$ cat src/rtl/exe_hazard_ctrl_if.sv
// Interface between the execute-stage pipeline and the hazard/forwarding
// controller. The pipeline side (master) supplies register usage and stage
// status. The controller side (slave) returns forwarding selects and
// stall/flush controls.
interface exe_hazard_ctrl_if #(
  parameter int REG_AW = 5
);
  // decode stage
  logic [REG_AW-1:0] d_rs0;
  logic [REG_AW-1:0] d_rs1;
  logic              d_rs0_used;
  logic              d_rs1_used;
  // execute stage
  logic [REG_AW-1:0] x_rs0;
  logic [REG_AW-1:0] x_rs1;
  logic              x_rs0_used;
  logic              x_rs1_used;
  logic              x_sp_used;
  logic [REG_AW-1:0] x_rd;
  logic              x_wen;
  logic              x_is_load;
  // memory stage
  logic [REG_AW-1:0] m_rd;
  logic              m_wen;
  logic              m_is_load;
  logic              m_sp_wen;
  // writeback stage
  logic [REG_AW-1:0] w_rd;
  logic              w_wen;
  // branch and data-memory handshake
  logic              br_taken;
  logic              mem_req;
  logic              mem_ready;
  // controls back to the pipeline
  logic              M_X_r0;
  logic              M_X_r1;
  logic              W_X_r0;
  logic              W_X_r1;
  logic              SP_forw;
  logic              stall_f;
  logic              stall_d;
  logic              bubble_x;
  logic              flush_d;
  logic              stall_xm;
  logic [1:0]        hz_state;

  modport master (
    output d_rs0, d_rs1, d_rs0_used, d_rs1_used,
    output x_rs0, x_rs1, x_rs0_used, x_rs1_used, x_sp_used, x_rd, x_wen, x_is_load,
    output m_rd, m_wen, m_is_load, m_sp_wen, w_rd, w_wen,
    output br_taken, mem_req, mem_ready,
    input  M_X_r0, M_X_r1, W_X_r0, W_X_r1, SP_forw,
    input  stall_f, stall_d, bubble_x, flush_d, stall_xm, hz_state
  );

  modport slave (
    input  d_rs0, d_rs1, d_rs0_used, d_rs1_used,
    input  x_rs0, x_rs1, x_rs0_used, x_rs1_used, x_sp_used, x_rd, x_wen, x_is_load,
    input  m_rd, m_wen, m_is_load, m_sp_wen, w_rd, w_wen,
    input  br_taken, mem_req, mem_ready,
    output M_X_r0, M_X_r1, W_X_r0, W_X_r1, SP_forw,
    output stall_f, stall_d, bubble_x, flush_d, stall_xm, hz_state
  );
endinterface

$ cat src/rtl/exe_hazard_ctrl.sv
// Execute-stage hazard and forwarding controller.
// Forwarding selects are purely combinational. Stall, bubble and flush
// controls are Mealy outputs of a small RUN/LDUSE/MEMWAIT state machine,
// so they react in the same cycle the hazard is seen. hz_state is the
// registered state.
// Optional feature macro: HZ_PERF_CNT_EN adds saturating 32-bit counters
// stall_cyc, flush_cnt and memwait_cyc.
module exe_hazard_ctrl #(
  parameter int REG_AW   = 5,
  parameter int LOAD_LAT = 1
) (
  input  logic clk,
  input  logic rst,
  exe_hazard_ctrl_if.slave hz
`ifdef HZ_PERF_CNT_EN
  ,
  output logic [31:0] stall_cyc,
  output logic [31:0] flush_cnt,
  output logic [31:0] memwait_cyc
`endif
);

  localparam int CW = 3;
  localparam logic [CW-1:0] LD_INIT = CW'(LOAD_LAT - 1);

  typedef enum logic [1:0] {
    ST_RUN     = 2'd0,
    ST_LDUSE   = 2'd1,
    ST_MEMWAIT = 2'd2
  } hz_state_e;

  hz_state_e         state_reg, state_next;
  hz_state_e         saved_reg, saved_next;
  logic [CW-1:0]     cnt_reg, cnt_next;

  // Local copies of the execute sources, so both operand paths share one generate loop.
  logic [REG_AW-1:0] x_rs [2];
  logic [1:0]        x_used;
  logic [1:0]        m_x;
  logic [1:0]        w_x;

  assign x_rs[0]   = hz.x_rs0;
  assign x_rs[1]   = hz.x_rs1;
  assign x_used[0] = hz.x_rs0_used;
  assign x_used[1] = hz.x_rs1_used;

  // A load in memory has no data yet, so only non-load results forward from there.
  // Memory stage wins over writeback because it holds the younger value.
  for (genvar gi = 0; gi < 2; gi++) begin : g_fwd
    assign m_x[gi] = x_used[gi] & hz.m_wen & ~hz.m_is_load & (hz.m_rd == x_rs[gi]);
    assign w_x[gi] = x_used[gi] & hz.w_wen & (hz.w_rd == x_rs[gi]) & ~m_x[gi];
  end

  logic ldhz;
  logic memwait;

  assign ldhz = hz.x_wen & hz.x_is_load &
                ((hz.d_rs0_used & (hz.d_rs0 == hz.x_rd)) |
                 (hz.d_rs1_used & (hz.d_rs1 == hz.x_rd)));
  assign memwait = hz.mem_req & ~hz.mem_ready;

  logic stall_f_c, stall_d_c, stall_xm_c, bubble_c, flush_c;

  // Next-state and control decode; memory wait dominates everything, then branch, then load-use.
  always_comb begin
    state_next = state_reg;
    saved_next = saved_reg;
    cnt_next   = cnt_reg;
    stall_f_c  = 1'b0;
    stall_d_c  = 1'b0;
    stall_xm_c = 1'b0;
    bubble_c   = 1'b0;
    flush_c    = 1'b0;
    case (state_reg)
      ST_RUN: begin
        if (memwait) begin
          stall_f_c  = 1'b1;
          stall_d_c  = 1'b1;
          stall_xm_c = 1'b1;
          saved_next = ST_RUN;
          state_next = ST_MEMWAIT;
        end else if (hz.br_taken) begin
          // The decode instruction is killed, so any load-use on it is moot.
          flush_c  = 1'b1;
          bubble_c = 1'b1;
        end else if (ldhz) begin
          stall_f_c = 1'b1;
          stall_d_c = 1'b1;
          bubble_c  = 1'b1;
          cnt_next  = LD_INIT;
          if (LOAD_LAT > 1) state_next = ST_LDUSE;
        end
      end
      ST_LDUSE: begin
        if (memwait) begin
          // Counter is left untouched so the remaining load-use cycles resume afterwards.
          stall_f_c  = 1'b1;
          stall_d_c  = 1'b1;
          stall_xm_c = 1'b1;
          saved_next = ST_LDUSE;
          state_next = ST_MEMWAIT;
        end else begin
          stall_f_c = 1'b1;
          stall_d_c = 1'b1;
          bubble_c  = 1'b1;
          if (cnt_reg <= CW'(1)) begin
            cnt_next   = '0;
            state_next = ST_RUN;
          end else begin
            cnt_next = cnt_reg - CW'(1);
          end
        end
      end
      ST_MEMWAIT: begin
        // The ready cycle already releases the pipeline.
        if (hz.mem_ready) begin
          state_next = saved_reg;
        end else begin
          stall_f_c  = 1'b1;
          stall_d_c  = 1'b1;
          stall_xm_c = 1'b1;
        end
      end
      default: begin
        state_next = ST_RUN;
      end
    endcase
  end

  // State, return-state and load counter registers.
  always_ff @(posedge clk) begin
    if (rst) begin
      state_reg <= ST_RUN;
      saved_reg <= ST_RUN;
      cnt_reg   <= '0;
    end else begin
      state_reg <= state_next;
      saved_reg <= saved_next;
      cnt_reg   <= cnt_next;
    end
  end

  // Every output is forced low while reset is held, including the combinational ones.
  assign hz.M_X_r0   = ~rst & m_x[0];
  assign hz.M_X_r1   = ~rst & m_x[1];
  assign hz.W_X_r0   = ~rst & w_x[0];
  assign hz.W_X_r1   = ~rst & w_x[1];
  assign hz.SP_forw  = ~rst & hz.x_sp_used & hz.m_sp_wen;
  assign hz.stall_f  = ~rst & stall_f_c;
  assign hz.stall_d  = ~rst & stall_d_c;
  assign hz.stall_xm = ~rst & stall_xm_c;
  assign hz.bubble_x = ~rst & bubble_c;
  assign hz.flush_d  = ~rst & flush_c;
  assign hz.hz_state = rst ? 2'd0 : state_reg;

`ifdef HZ_PERF_CNT_EN
  logic [31:0] stall_cyc_reg, flush_cnt_reg, memwait_cyc_reg;

  // Saturating event counters.
  always_ff @(posedge clk) begin
    if (rst) begin
      stall_cyc_reg   <= '0;
      flush_cnt_reg   <= '0;
      memwait_cyc_reg <= '0;
    end else begin
      if (stall_d_c && stall_cyc_reg != 32'hFFFF_FFFF)
        stall_cyc_reg <= stall_cyc_reg + 32'd1;
      if (flush_c && flush_cnt_reg != 32'hFFFF_FFFF)
        flush_cnt_reg <= flush_cnt_reg + 32'd1;
      if (state_reg == ST_MEMWAIT && memwait_cyc_reg != 32'hFFFF_FFFF)
        memwait_cyc_reg <= memwait_cyc_reg + 32'd1;
    end
  end

  assign stall_cyc   = stall_cyc_reg;
  assign flush_cnt   = flush_cnt_reg;
  assign memwait_cyc = memwait_cyc_reg;
`endif

endmodule

$ cat src/flat_wrapper.sv
// flat-port wrapper written by rule: the top's interface ports become plain ports
module exe_hazard_ctrl_flat 
#(
  parameter int REG_AW   = 5,
  parameter int LOAD_LAT = 1
)
  (clk, rst, hz_d_rs0, hz_d_rs1, hz_d_rs0_used, hz_d_rs1_used, hz_x_rs0, hz_x_rs1, hz_x_rs0_used, hz_x_rs1_used, hz_x_sp_used, hz_x_rd, hz_x_wen, hz_x_is_load, hz_m_rd, hz_m_wen, hz_m_is_load, hz_m_sp_wen, hz_w_rd, hz_w_wen, hz_br_taken, hz_mem_req, hz_mem_ready, hz_M_X_r0, hz_M_X_r1, hz_W_X_r0, hz_W_X_r1, hz_SP_forw, hz_stall_f, hz_stall_d, hz_bubble_x, hz_flush_d, hz_stall_xm, hz_hz_state);
  exe_hazard_ctrl_if #(.REG_AW(REG_AW)) hz_i ();
  input  logic clk;
  input  logic rst;
  input wire logic [$bits(hz_i.d_rs0)-1:0] hz_d_rs0;
  input wire logic [$bits(hz_i.d_rs1)-1:0] hz_d_rs1;
  input wire logic [$bits(hz_i.d_rs0_used)-1:0] hz_d_rs0_used;
  input wire logic [$bits(hz_i.d_rs1_used)-1:0] hz_d_rs1_used;
  input wire logic [$bits(hz_i.x_rs0)-1:0] hz_x_rs0;
  input wire logic [$bits(hz_i.x_rs1)-1:0] hz_x_rs1;
  input wire logic [$bits(hz_i.x_rs0_used)-1:0] hz_x_rs0_used;
  input wire logic [$bits(hz_i.x_rs1_used)-1:0] hz_x_rs1_used;
  input wire logic [$bits(hz_i.x_sp_used)-1:0] hz_x_sp_used;
  input wire logic [$bits(hz_i.x_rd)-1:0] hz_x_rd;
  input wire logic [$bits(hz_i.x_wen)-1:0] hz_x_wen;
  input wire logic [$bits(hz_i.x_is_load)-1:0] hz_x_is_load;
  input wire logic [$bits(hz_i.m_rd)-1:0] hz_m_rd;
  input wire logic [$bits(hz_i.m_wen)-1:0] hz_m_wen;
  input wire logic [$bits(hz_i.m_is_load)-1:0] hz_m_is_load;
  input wire logic [$bits(hz_i.m_sp_wen)-1:0] hz_m_sp_wen;
  input wire logic [$bits(hz_i.w_rd)-1:0] hz_w_rd;
  input wire logic [$bits(hz_i.w_wen)-1:0] hz_w_wen;
  input wire logic [$bits(hz_i.br_taken)-1:0] hz_br_taken;
  input wire logic [$bits(hz_i.mem_req)-1:0] hz_mem_req;
  input wire logic [$bits(hz_i.mem_ready)-1:0] hz_mem_ready;
  output wire logic [$bits(hz_i.M_X_r0)-1:0] hz_M_X_r0;
  output wire logic [$bits(hz_i.M_X_r1)-1:0] hz_M_X_r1;
  output wire logic [$bits(hz_i.W_X_r0)-1:0] hz_W_X_r0;
  output wire logic [$bits(hz_i.W_X_r1)-1:0] hz_W_X_r1;
  output wire logic [$bits(hz_i.SP_forw)-1:0] hz_SP_forw;
  output wire logic [$bits(hz_i.stall_f)-1:0] hz_stall_f;
  output wire logic [$bits(hz_i.stall_d)-1:0] hz_stall_d;
  output wire logic [$bits(hz_i.bubble_x)-1:0] hz_bubble_x;
  output wire logic [$bits(hz_i.flush_d)-1:0] hz_flush_d;
  output wire logic [$bits(hz_i.stall_xm)-1:0] hz_stall_xm;
  output wire logic [$bits(hz_i.hz_state)-1:0] hz_hz_state;
  assign hz_i.d_rs0 = hz_d_rs0;
  assign hz_i.d_rs1 = hz_d_rs1;
  assign hz_i.d_rs0_used = hz_d_rs0_used;
  assign hz_i.d_rs1_used = hz_d_rs1_used;
  assign hz_i.x_rs0 = hz_x_rs0;
  assign hz_i.x_rs1 = hz_x_rs1;
  assign hz_i.x_rs0_used = hz_x_rs0_used;
  assign hz_i.x_rs1_used = hz_x_rs1_used;
  assign hz_i.x_sp_used = hz_x_sp_used;
  assign hz_i.x_rd = hz_x_rd;
  assign hz_i.x_wen = hz_x_wen;
  assign hz_i.x_is_load = hz_x_is_load;
  assign hz_i.m_rd = hz_m_rd;
  assign hz_i.m_wen = hz_m_wen;
  assign hz_i.m_is_load = hz_m_is_load;
  assign hz_i.m_sp_wen = hz_m_sp_wen;
  assign hz_i.w_rd = hz_w_rd;
  assign hz_i.w_wen = hz_w_wen;
  assign hz_i.br_taken = hz_br_taken;
  assign hz_i.mem_req = hz_mem_req;
  assign hz_i.mem_ready = hz_mem_ready;
  assign hz_M_X_r0 = hz_i.M_X_r0;
  assign hz_M_X_r1 = hz_i.M_X_r1;
  assign hz_W_X_r0 = hz_i.W_X_r0;
  assign hz_W_X_r1 = hz_i.W_X_r1;
  assign hz_SP_forw = hz_i.SP_forw;
  assign hz_stall_f = hz_i.stall_f;
  assign hz_stall_d = hz_i.stall_d;
  assign hz_bubble_x = hz_i.bubble_x;
  assign hz_flush_d = hz_i.flush_d;
  assign hz_stall_xm = hz_i.stall_xm;
  assign hz_hz_state = hz_i.hz_state;
  exe_hazard_ctrl #(.REG_AW(REG_AW), .LOAD_LAT(LOAD_LAT)) u_core (.clk(clk), .rst(rst), .hz(hz_i));
endmodule
$ cat config.mk
export PLATFORM = sky130hd
export DESIGN_NAME = exe_hazard_ctrl_flat
export DESIGN_NICKNAME = d
export VERILOG_FILES = /design/src/rtl/exe_hazard_ctrl_if.sv /design/src/rtl/exe_hazard_ctrl.sv /design/src/flat_wrapper.sv
export SDC_FILE = /design/constraint.sdc
export NUM_CORES = 1
export LEC_CHECK = 0
export CAP_MARGIN = 20
export CORE_UTILIZATION = 36
export DETAILED_ROUTE_END_ITERATION = 12
export PLACE_DENSITY = 0.87
export SLEW_MARGIN = 25
export SYNTH_ARGS = -nofsm -noshare
export SYNTH_HDL_FRONTEND = slang
export SYNTH_SLANG_ARGS = --single-unit
$ cat constraint.sdc
create_clock -name clk -period 2.4 [get_ports clk]
set_input_delay 0.48 -clock clk [delete_from_list [all_inputs] [get_ports clk]]
set_output_delay 0.48 -clock clk [all_outputs]
set_load 0.1 [all_outputs]
# Word level (Yosys, flattened, before mapping)
# Cells that the tools add are included.
# totals
rom_bits	0
inputBits	51
mem_count	0
ramBits	0
latch_bits	0
ff_bits	7
# classes
n_shift	0
multipliers	0
reduce_logical	6
add_sub_neg	1
n_bitwise	33
order_cmp	1
div_mod_pow	0
eq_ne	16
n_mux	29
# ops
op	count
5-bit == test	6
1-bit bitwise AND	27
3-bit two-way mux	5
2-bit two-way mux	7
1-bit two-way mux	11
2-bit != test, second input constant	4
2-bit by 1-bit != test with 1-bit output, second input constant	3
2-bit one-hot mux with 3 select lines	1
3-bit one-hot mux with 2 select lines	1
3-bit AND reduction	2
1-bit inverter	5
5-bit AND reduction	1
1-bit one-hot mux with 2 select lines	2
2-bit one-hot mux with 2 select lines	1
3-bit by 1-bit <= comparator with 1-bit output, second input constant	1
3-bit by 1-bit != test with 1-bit output, second input constant	1
1-bit one-hot mux with 3 select lines	1
3-bit by 1-bit subtractor with 3-bit output, second input constant	1
2-bit by 1-bit == test with 1-bit output, second input constant	1
2-bit == test, second input constant	1
2-bit logical NOT	1
2-bit nonzero test	1
2-bit OR reduction	1
1-bit bitwise OR	1

# Depth between registers and ports, before layout
# depth
ltp_word	9
ltp_mapped	6
mapped_depth_nobuf	6

# Least setup slack after synthesis
# OpenSTA, ideal clock, no wires.
# synth_timing
path_kind	input-to-output
startpoint	input hz_x_rs1[3]
endpoint	output hz_W_X_r1
t_required_ns	1.920
setup_slack_ns	-1.055
arrival_time_ns	2.975
cell_stages	4
path_cell_list	xor2_1 > nor4_1 > nand4_1 > nor3b_1
# synth_between
elab_chain_len	5
elab_cells_between_ends	7
cone_classes	2 x eq/ne; 5 x bitwise
# synth_lines
element	line	text
start: declaration	flat_wrapper.sv:16	input wire logic [$bits(hz_i.x_rs1)-1:0] hz_x_rs1;
5-bit == test	exe_hazard_ctrl.sv:50	assign m_x[gi] = x_used[gi] & hz.m_wen & ~hz.m_is_load & (hz.m_rd == x_rs[gi]);
1-bit bitwise AND	exe_hazard_ctrl.sv:50	
1-bit inverter	exe_hazard_ctrl.sv:51	assign w_x[gi] = x_used[gi] & hz.w_wen & (hz.w_rd == x_rs[gi]) & ~m_x[gi];
1-bit bitwise AND (*)	exe_hazard_ctrl.sv:51	
1-bit bitwise AND (*)	exe_hazard_ctrl.sv:147	assign hz.W_X_r1 = ~rst & w_x[1];
end: declaration	flat_wrapper.sv:35	output wire logic [$bits(hz_i.W_X_r1)-1:0] hz_W_X_r1;
# Mark *: on every way between the ends. The rest lies on a longest branch, timed or not.

# Worst setup path after layout
# Ends and elaborated chain as after synthesis.

==> run_results.csv <==
group,metric,value,unit
clock_tree,cts_hold_buffers,0,
critical_path,critPathCaptureType,"output pin",
sta,setup_viol,0,
outcome,outcome,"finished, final reports clean",
sta,max_clock_freq,423,MHz
critical_path,crit_slowest_cell,"clkdlybuf4s50_1",
sta,worst_slew_pin_slew,605,ps
detailed_routing,drt_drc_violations_left,0,
logic_synthesis,syn_inst,110,
logic_synthesis,ys_seq_area_share,14.6,%
grt,grt_antenna_before_repair,0,
die,io_pins,63,
final_layout,stdcell_count,214,
logic_synthesis,synth_top_area_share,19.2,%
logic_synthesis,ys_ff_latch,6,
critical_path,crit_family,"buffers and inverters",
critical_path,cp_max_fo,2,
sta,setup_tns,0,ps
sta,finalHoldViolCount,0,
die,die-area,2480,µm²
place,portBuffers,62,
final_layout,fin_nets,242,
final_layout,area_growth,118,%
sta,fin_crit,2360,ps
logic_synthesis,syn-cell-area,821,µm²
grt,grt_pass1_wl,5.60,mm
critical_path,worstSetupPathType,"primary input to output pin",
critical_path,path_cells,"clkdlybuf4s50_1 -> xor2_1 -> nor4_2 -> nand4_1 -> nor3b_4 -> buf_12",
min_path,hp-class,"flop to flop",
final_layout,filler_cell_count,117,
clock_tree,cts_made_buffers,3,
critical_path,critPathLaunchType,"primary input",
logic_synthesis,syn_avg_cell_area,7.46,µm²
detailed_routing,avgViaCountPerCell,5.53,
critical_path,cpPeakStageDelay,520,ps
clock_tree,clock_latency,250,ps
final_layout,final_layout_size_suffix_gt1_share,23.5,%
die,die_x,49.8,µm
logic_synthesis,yosys.area.top_type,"xnor2_1",
logic_synthesis,synth.area.top_cells,"xnor2_1, dfxtp_1, xor2_1",
detailed_routing,via_count,1183,
run,cap_viol_max_count,0,
detailed_routing,drtIter0Drc,38,
final_layout,largest_register_ffs,3,
final_layout,antennaDiodeCount,0,
place,dp_hpwl,2.99,mm
place,placedCellCount,210,
critical_path,critPathRequiredTime,1920,ps
grt,first_global_vias,1221,
sta,hold_slack,475,ps
detailed_routing,dr.pass1.iters,4,
pwr,irDropWorstVdd,342,µV
clock_tree,cts_root_buffer,"clkbuf_4",
clock_tree,clk_pin_slew,50,ps
sta,relSlewSlack,59.4,%
clock_tree,cts_tree,"built",
logic_synthesis,async_flop_share,0,%
clock_tree,htreeDepth,1,
critical_path,path_buf_inv,2,
clock_tree,cts.sinks,6,
logic_synthesis,synthFlopType,"dfxtp_1",
pwr,power.density,265,nW/µm²
clock_tree,cts_buffer_depth,2,
logic_synthesis,synthDistinctLibCells,33,
grt,grt_overflow,0,
logic_synthesis,yosysWarnings,0,
detailed_routing,wire_per_inst,17.9,µm
die,core_area,2040,µm²
logic_synthesis,synth-edff-count,0,
grt,grt_usage,30.5,%
sta,slew_viol_final,0,
place,gp_congestion,0.915,
logic_synthesis,syn-num-nets,163,
die,start_util,40.2,%
die,die_h,49.8,µm
grt,grt_start_max_net_pins,12,
sta,clock_skew,6.32,ps
die,row_count,16,
detailed_routing,routed_wl,3.84,mm
pwr,p_leak,0.766,nW
critical_path,worstPathArrival,1880,ps
sta,fin_crit_sh,98.4,%
detailed_routing,antenna_left,0,
[tightest hold or removal path, cell delays in order (launching register included)]
cell and delay [ps]:
dfxtp_1 310, nand2_1 50, o32ai_1 60
[cell families after synthesis]
group,count (synthesis),synth area share (%)
fa+ha+maj,2,3.05
xor+xnor,30,32.0
flops,6,14.6
compound gates,21,17.7
buf+inv,10,5.03
simple gates,41,27.6
[what timing repair did]
action                     4_1_cts  5_1_grt
setup endpoints to repair        7        7
pin swaps                       13       16
resized for setup               24       14
buffers inserted                 1        0
[per-stage QoR]
| step | util (%) | instance area [µm²] | total power, mW | worst slack, ps |
|---|---|---|---|---|
| 6_report | 87.5 | 1790 | 0.473 | 37.7 |
| 5_1_grt | 87.5 | 1790 | 0.491 | -92.5 |
| 4_1_cts | 85.6 | 1750 | 0.464 | 10.9 |
| 3_5_place_dp | 84.2 | 1720 | 0.377 | -239 |
| 3_3_place_gp | 84.2 | 1720 | 0.368 | -206 |
| 2_1_floorplan | - | 862 | 0.223 | -87.6 |
[power by group]
part | total [mW] | switching, mW | internal (mW)
clock | 0.0984 | 0.0415 | 0.0569
combinational | 0.273 | 0.136 | 0.137
sequential | 0.102 | 0.00126 | 0.101
total | 0.473 | 0.179 | 0.294
[cell usage after synthesis (all sizes together) (2+ instances only)]
master  count
nand2       6
nor3b       2
a31oi       3
o32ai       2
nor2b       2
nor4        3
o21ai       3
ha          2
nand2b      2
nor2        8
xor2       12
a21oi       5
nand3       3
nand4       6
and3        4
xnor2      18
inv         8
dfxtp       6
[cells in the final DEF (no fill, tap or decap), types with 2 or more instances in the layout]
cell,n
nor2b_1,2
dlymetal6s2s_1,8
dfxtp_1,6
nor4_2,2
nor2_1,3
nand4_1,6
inv_1,8
and3_1,4
buf_4,14
xor2_1,12
ha_1,2
buf_12,12
clkdlybuf4s15_1,3
nor2_2,5
clkbuf_4,3
o32ai_1,2
a31oi_1,3
nand2_1,6
clkdlybuf4s50_1,22
a21oi_1,5
nand2b_1,2
dlygate4sd2_1,17
nand3_1,3
nor3b_4,2
o21ai_0,3
xnor2_1,17
[path summary, 6_finish.rpt]
check	slack, ps	cells after the start	end	startpoint
setup / recovery	40	6	hz_W_X_r1	hz_x_rs1[3]
hold / removal	470	2	u_core.cnt_reg[2]	u_core.cnt_reg[2]
setup reg to reg	560	6	u_core.cnt_reg[2]	u_core.cnt_reg[1]
hold reg to reg	470	2	u_core.cnt_reg[2]	u_core.cnt_reg[2]
[area by class of cell]
type	count	area [µm²]	share of cell area, %
Multi-Input combinational cell	94	736	41.2
Inverter	8	30.0	1.68
Clock buffer	3	22.5	1.26
Tap cell	27	33.8	1.89
Timing Repair Buffer	76	845	47.3
Sequential cell	6	120	6.72
[per-layer routing]
metal  part of all wire (%)  track usage [%]  up-vias
met4                    2.4             8.57        0
met2                     56             61.0       57
met3                    5.7             5.86       14
met5                      0                0        -
met1                     36             31.0      559
li1                       -                -      553
Note: power is estimated with default switching activity, not from simulation.
